===== src/rtl/path_reader.sv =====
// Path reader: drains the location stack after the search and replays the path in push order.
// Latency: 2 cycles per captured entry, first outValid in cycle 2N+1 after start, then 1 entry/cycle.
// Backpressure: outLoc/outValid hold while outReady is low; the stack is never popped while empty.
//
// Ports:
//   clk, rst      - rising-edge clock, asynchronous active-low reset
//   start         - one-cycle run request, honoured only in IDLE
//   empStck/locIn - stack empty flag and popped location (X in [7:4], Y in [3:0])
//   pop           - registered pop request to the stack
//   outLoc/outValid/outReady - replay stream (valid/ready)
//   busy/done/err/count      - run status; err is sticky until the next accepted start
module path_reader #(
    parameter int DEPTH = 64,
    parameter int CW    = 7
) (
    input  logic          clk,
    input  logic          rst,
    input  logic          start,
    input  logic          empStck,
    input  logic [7:0]    locIn,
    output logic          pop,
    output logic [7:0]    outLoc,
    output logic          outValid,
    input  logic          outReady,
    output logic          busy,
    output logic          done,
    output logic          err,
    output logic [CW-1:0] count
);

    localparam int AW = (DEPTH > 1) ? $clog2(DEPTH) : 1;

    typedef enum logic [2:0] {
        S_IDLE,
        S_POP,
        S_CAPTURE,
        S_EMIT,
        S_DONE
    } state_t;

    state_t          r_state;
    state_t          w_next;
    logic [AW-1:0]   r_wr;
    logic [AW-1:0]   r_rd;
    logic [CW-1:0]   r_count;
    logic            r_err;
    logic            r_pop;
    logic [7:0]      r_buf [DEPTH];
    logic            w_hs;
    logic            w_last_slot;

    assign w_hs        = (r_state == S_EMIT) && outReady;
    // The slot being written now is the final one; another pop would have nowhere to land.
    assign w_last_slot = ((CW'(r_wr) + CW'(1)) == CW'(DEPTH));

    always_ff @(posedge clk or negedge rst) begin
        if (!rst) begin
            r_state <= S_IDLE;
        end else begin
            r_state <= w_next;
        end
    end

    always_comb begin
        w_next = r_state;
        case (r_state)
            S_IDLE: begin
                if (start) begin
                    w_next = empStck ? S_DONE : S_POP;
                end
            end
            S_POP: begin
                w_next = S_CAPTURE;
            end
            S_CAPTURE: begin
                // Empty check wins, so a stack of exactly DEPTH entries still replays.
                if (empStck) begin
                    w_next = S_EMIT;
                end else if (w_last_slot) begin
                    w_next = S_DONE;
                end else begin
                    w_next = S_POP;
                end
            end
            S_EMIT: begin
                if (w_hs && (r_rd == '0)) begin
                    w_next = S_DONE;
                end
            end
            S_DONE: begin
                w_next = S_IDLE;
            end
            default: begin
                w_next = S_IDLE;
            end
        endcase
    end

    always_ff @(posedge clk or negedge rst) begin
        if (!rst) begin
            r_wr    <= '0;
            r_rd    <= '0;
            r_count <= '0;
            r_err   <= 1'b0;
            r_pop   <= 1'b0;
        end else begin
            // pop is registered off the next state so it is high for exactly the POP cycle.
            r_pop <= (w_next == S_POP);
            case (r_state)
                S_IDLE: begin
                    if (start) begin
                        r_wr    <= '0;
                        r_count <= '0;
                        r_err   <= 1'b0;
                    end
                end
                S_CAPTURE: begin
                    r_wr    <= r_wr + AW'(1);
                    r_count <= r_count + CW'(1);
                    if (empStck) begin
                        r_rd <= r_wr;
                    end else if (w_last_slot) begin
                        r_err <= 1'b1;
                    end
                end
                S_EMIT: begin
                    if (w_hs && (r_rd != '0)) begin
                        r_rd <= r_rd - AW'(1);
                    end
                end
                default: begin
                end
            endcase
        end
    end

    // Path storage carries no reset: every entry read in EMIT was written in the same run.
    always_ff @(posedge clk) begin
        if (r_state == S_CAPTURE) begin
            r_buf[r_wr] <= locIn;
        end
    end

    assign pop      = r_pop;
    assign outValid = (r_state == S_EMIT);
    assign outLoc   = (r_state == S_EMIT) ? r_buf[r_rd] : 8'h00;
    assign busy     = (r_state != S_IDLE);
    assign done     = (r_state == S_DONE);
    assign err      = r_err;
    assign count    = r_count;

endmodule


===== config.mk =====
export PLATFORM = sky130hd
export DESIGN_NAME = path_reader
export DESIGN_NICKNAME = d
export VERILOG_FILES = /design/src/rtl/path_reader.sv
export SDC_FILE = /design/constraint.sdc
export NUM_CORES = 1
export LEC_CHECK = 0
export BUFFER_PORTS_ARGS = -buffer_cell sky130_fd_sc_hd__buf_4
export CORE_UTILIZATION = 50
export CTS_CLUSTER_SIZE = 24
export DETAILED_ROUTE_END_ITERATION = 8
export GPL_TIMING_DRIVEN = 0
export HOLD_SLACK_MARGIN = 0.08
export PLACE_DENSITY = 0.78
export SKIP_LAST_GASP = 1
export SYNTH_ARGS = -nofsm -noshare
export SYNTH_HDL_FRONTEND = slang
export SYNTH_SLANG_ARGS = --single-unit

===== constraint.sdc =====
create_clock -name clk -period 6.1 [get_ports clk]
set_clock_uncertainty 0.15 [all_clocks]
set_input_delay 0 -clock clk [delete_from_list [all_inputs] [get_ports clk]]
set_output_delay 0 -clock clk [all_outputs]
set_load 0.01 [all_outputs]

==> results.ini <==
[synth]
synthXorXnorAreaFrac_pct=0
yosysTopAreaCell=edfxtp_1
synthMuxAreaShare_pct=13.7
synth_edf_count=512
synth_top_family_by_area=multiplexers
syn_area_per_cell_um2=18.4
syn-cell-area_mm2=0.0218
yosys.area_share.adder_pct=0.286
syn-num-nets=1208
synth_compound_area_share_pct=5.55
ys_types=62
yosys.area_share.simple_pct=4.88
synth_area_leaders=edfxtp_1 (70%), mux4_2 (9.3%), dfrtp_1 (2.8%)
ys_seq_area_share_pct=73.2
synthArstFlopShare_pct=4.48
ys_warn_count=0
synth_ff_type=edfxtp_1
synthCells=1190
synth_top_area_share_pct=70.4
synth-seq-cells=536

[grt]
antenna_found_initial=0
grt_max_degree=65
grt_pass1_wl_mm=77.8
grt-ovfl-total=0
grtUsageTotal_pct=24.1
grt_pass1_vias=12200

[place]
port_buffers=32
routabilityCongestion=0.894
post-dp-hpwl_mm=32.4

[worst_hold_path]
hold_start=empStck
min_path_cells=4
hold_end=r_state[1]
hp-class=input port to flip-flop

[floorplan]
start_util_pct=50.7
std_cell_rows=76
die_x_um=211
coreArea_mm2=0.0431
ioPinCount=33
die-area_mm2=0.0445
die_h_um=211

[setup_path]
r2r_start=r_rd[1]
cp_common_cell=clkbuf_1
reg2reg_to=pop
worstPathArrival_ns=3.62
path_max_fanout=10
reg2reg_depth=13
critPathSlowestCell=clkbuf_1
worst-setup-path-type=flip-flop to output pin
r2r_slack_ns=2.46
crit_chain=clkbuf_1, clkbuf_1, buf_2, mux4_2, o22ai_1, a211oi_2, buf_4
endpoint_kind=output pin
slowest_delay_ns=0.63
cp-start-kind=flip-flop
crit_required_ns=5.95

[clock_tree]
clk_latency_ns=0.58
clock-root-buffer=clkbuf_16
clock_sink_count=536
cts_tree=yes
cts_made_buffers=51
cts_buffer_depth=3
post_cts_buffers=0
cts_max_level=2
clkTransAtPathRegs_ns=0.06

[sta]
final-setup-viol-count=0
fmax_ghz=0.266
slew_viol_final=0
worst_slew_pin_slew_ns=1.06
fin_crit_sh_pct=61.7
rsz0062_at_grt=no
setup_tns_ns=0
slew-limit-headroom_pct=29.3
min_period_ns=3.77
hold_viol=0

[layout]
multi_input_area_mm2=0.00533
syn_to_final_growth_pct=13.0
nets=1309
regArea_mm2=0.0160
n_fill_cell=3092
drive_above_1_share_pct=21.8
n_antenna_cell=0

[power]
power.leakage_uw=0.00781
ir_drop_v=0.000230
power.density_mw_per_mm2=409
power_uw=10100

[status]
status=finished, final reports clean

[drt]
detailedRoute.firstIterationViolations=1732
vias_per_cell=6.39
ant_nets=0
route.detailed.drc=0
wirelength_mm=52.8
drtPass1Iterations=6
vias=12200
wl_per_cell_um=27.6

[run]
cap_violations=0

-- stage by stage --
stage / area, um^2 / worst slack (ns) / hold slack (ns) / instances / util (%)
after detailed placement: 22800 / 2.89 / -0.231 / 1807 / 53.0
after global placement: 22800 / 3.05 / -0.235 / 1807 / 53.0
after CTS: 24700 / 2.49 / 0.158 / 1915 / 57.3
after global routing: 24700 / 2.31 / 0.174 / 1915 / 57.3
final: 24700 / 2.33 / 0.168 / 1915 / 57.3
after floorplan: 21800 / 3.90 / -0.446 / 1190 / -
-- layout make-up --
cell class | count | area share, %
Clock buffer | 69 | 5.70
Clock inverter | 23 | 1.14
Tap cell | 585 | 2.97
Sequential cell | 536 | 64.8
Multi-Input combinational cell | 578 | 21.6
Buffer | 69 | 2.03
Timing Repair Buffer | 48 | 1.66
Inverter | 7 | 0.107
-- registers in the layout, summed over array words and instances (netlist names) --
signal	cells
r_buf	512
count	7
r_rd	6
r_wr	6
r_state	3
err	1
pop	1
-- critical path: cells and delay by family, from the launching register on --
kind,cells,cell delay (ns)
AO/OA/AOI/OAI,2,0.65
buffers and inverters,4,1.67
flip-flops,1,0.33
multiplexers,1,0.37
-- cell usage after synthesis, types with 9 or more instances --
master    instances
edfxtp_1        512
nor2_1          107
mux4_2           90
nand2_1          48
mux2_2           37
mux2i_1          37
o21ai_0          35
dfrtp_1          24
clkbuf_1         21
a21oi_1          19
buf_2            17
o221ai_1         14
o22ai_1          14
a211oi_1         13
buf_6            13
nand2b_1         11
nand3_1          11
a31oi_1          10
o21ai_1           9
-- logic make-up (layout without fill, tap and decap cells) --
kind of cell,after synthesis,after routing
DFF,536,536
and+or+nand+nor,230,230
muxes,172,172
AOI/OAI and AO/OA,171,171
buffers and inverters,76,216
adders and majority gates,5,5
-- cells in the final DEF, fill, tap and decap left out, drive strengths merged, types with 3 or more instances in the layout --
cell and n:
and3 7, o211ai 3, buf 80, edfxtp 512, o22ai 14, a221oi 9
o21ai 44, a211oi 16, nand2b 11, mux2 39, dlygate4sd3 15, nand2 48
a22o 5, ha 5, inv 7, o31ai 8, o2bb2ai 7, nor3 6
bufinv 7, mux4 96, nand4 3, mux2i 37, a2111oi 10, nor2b 7
and2 8, o221ai 14, nand3b 6, nor3b 8, a21oi 19, dfrtp 24
clkinv 16, a22oi 4, nor2 107, nand3 11, a31oi 10, clkbuf 91
-- routing by layer --
metal  track usage, %  routed length [um]  vias up
li1                 -                   -     5033
met1             31.9               19500     6200
met2             40.0               25700      841
met5                0                   0        -
met4             8.85                2060        0
met3             4.76                5570      154
-- worst max path at each step --
| stage | start | to | slack, ns | depth (start not counted) |
|---|---|---|---|---|
| after CTS | r_rd[3] | outLoc[5] | 2.49 | 7 |
| final | r_rd[3] | outLoc[0] | 2.33 | 7 |
| after floorplan | r_state[1] | r_buf[27][0] | 3.90 | 6 |
| after global placement | r_state[1] | r_buf[11][0] | 3.05 | 6 |
| after detailed placement | r_state[1] | r_buf[15][3] | 2.89 | 5 |
| after global routing | r_rd[3] | outLoc[4] | 2.31 | 7 |
-- report_power, final --
| group | switching, uW | internal (uW) |
|---|---|---|
| Combinational | 1600 | 1120 |
| Clock | 1320 | 1900 |
| Sequential | 52.2 | 4110 |
| Total | 2970 | 7130 |
-- repair_timing --
action / 4_1_cts / 5_1_grt
hold endpoints to repair: 560 / 0
resized for setup: 0 / 0
hold buffers: 16 / 0
No activity file was read; power rests on OpenSTA's default activity.
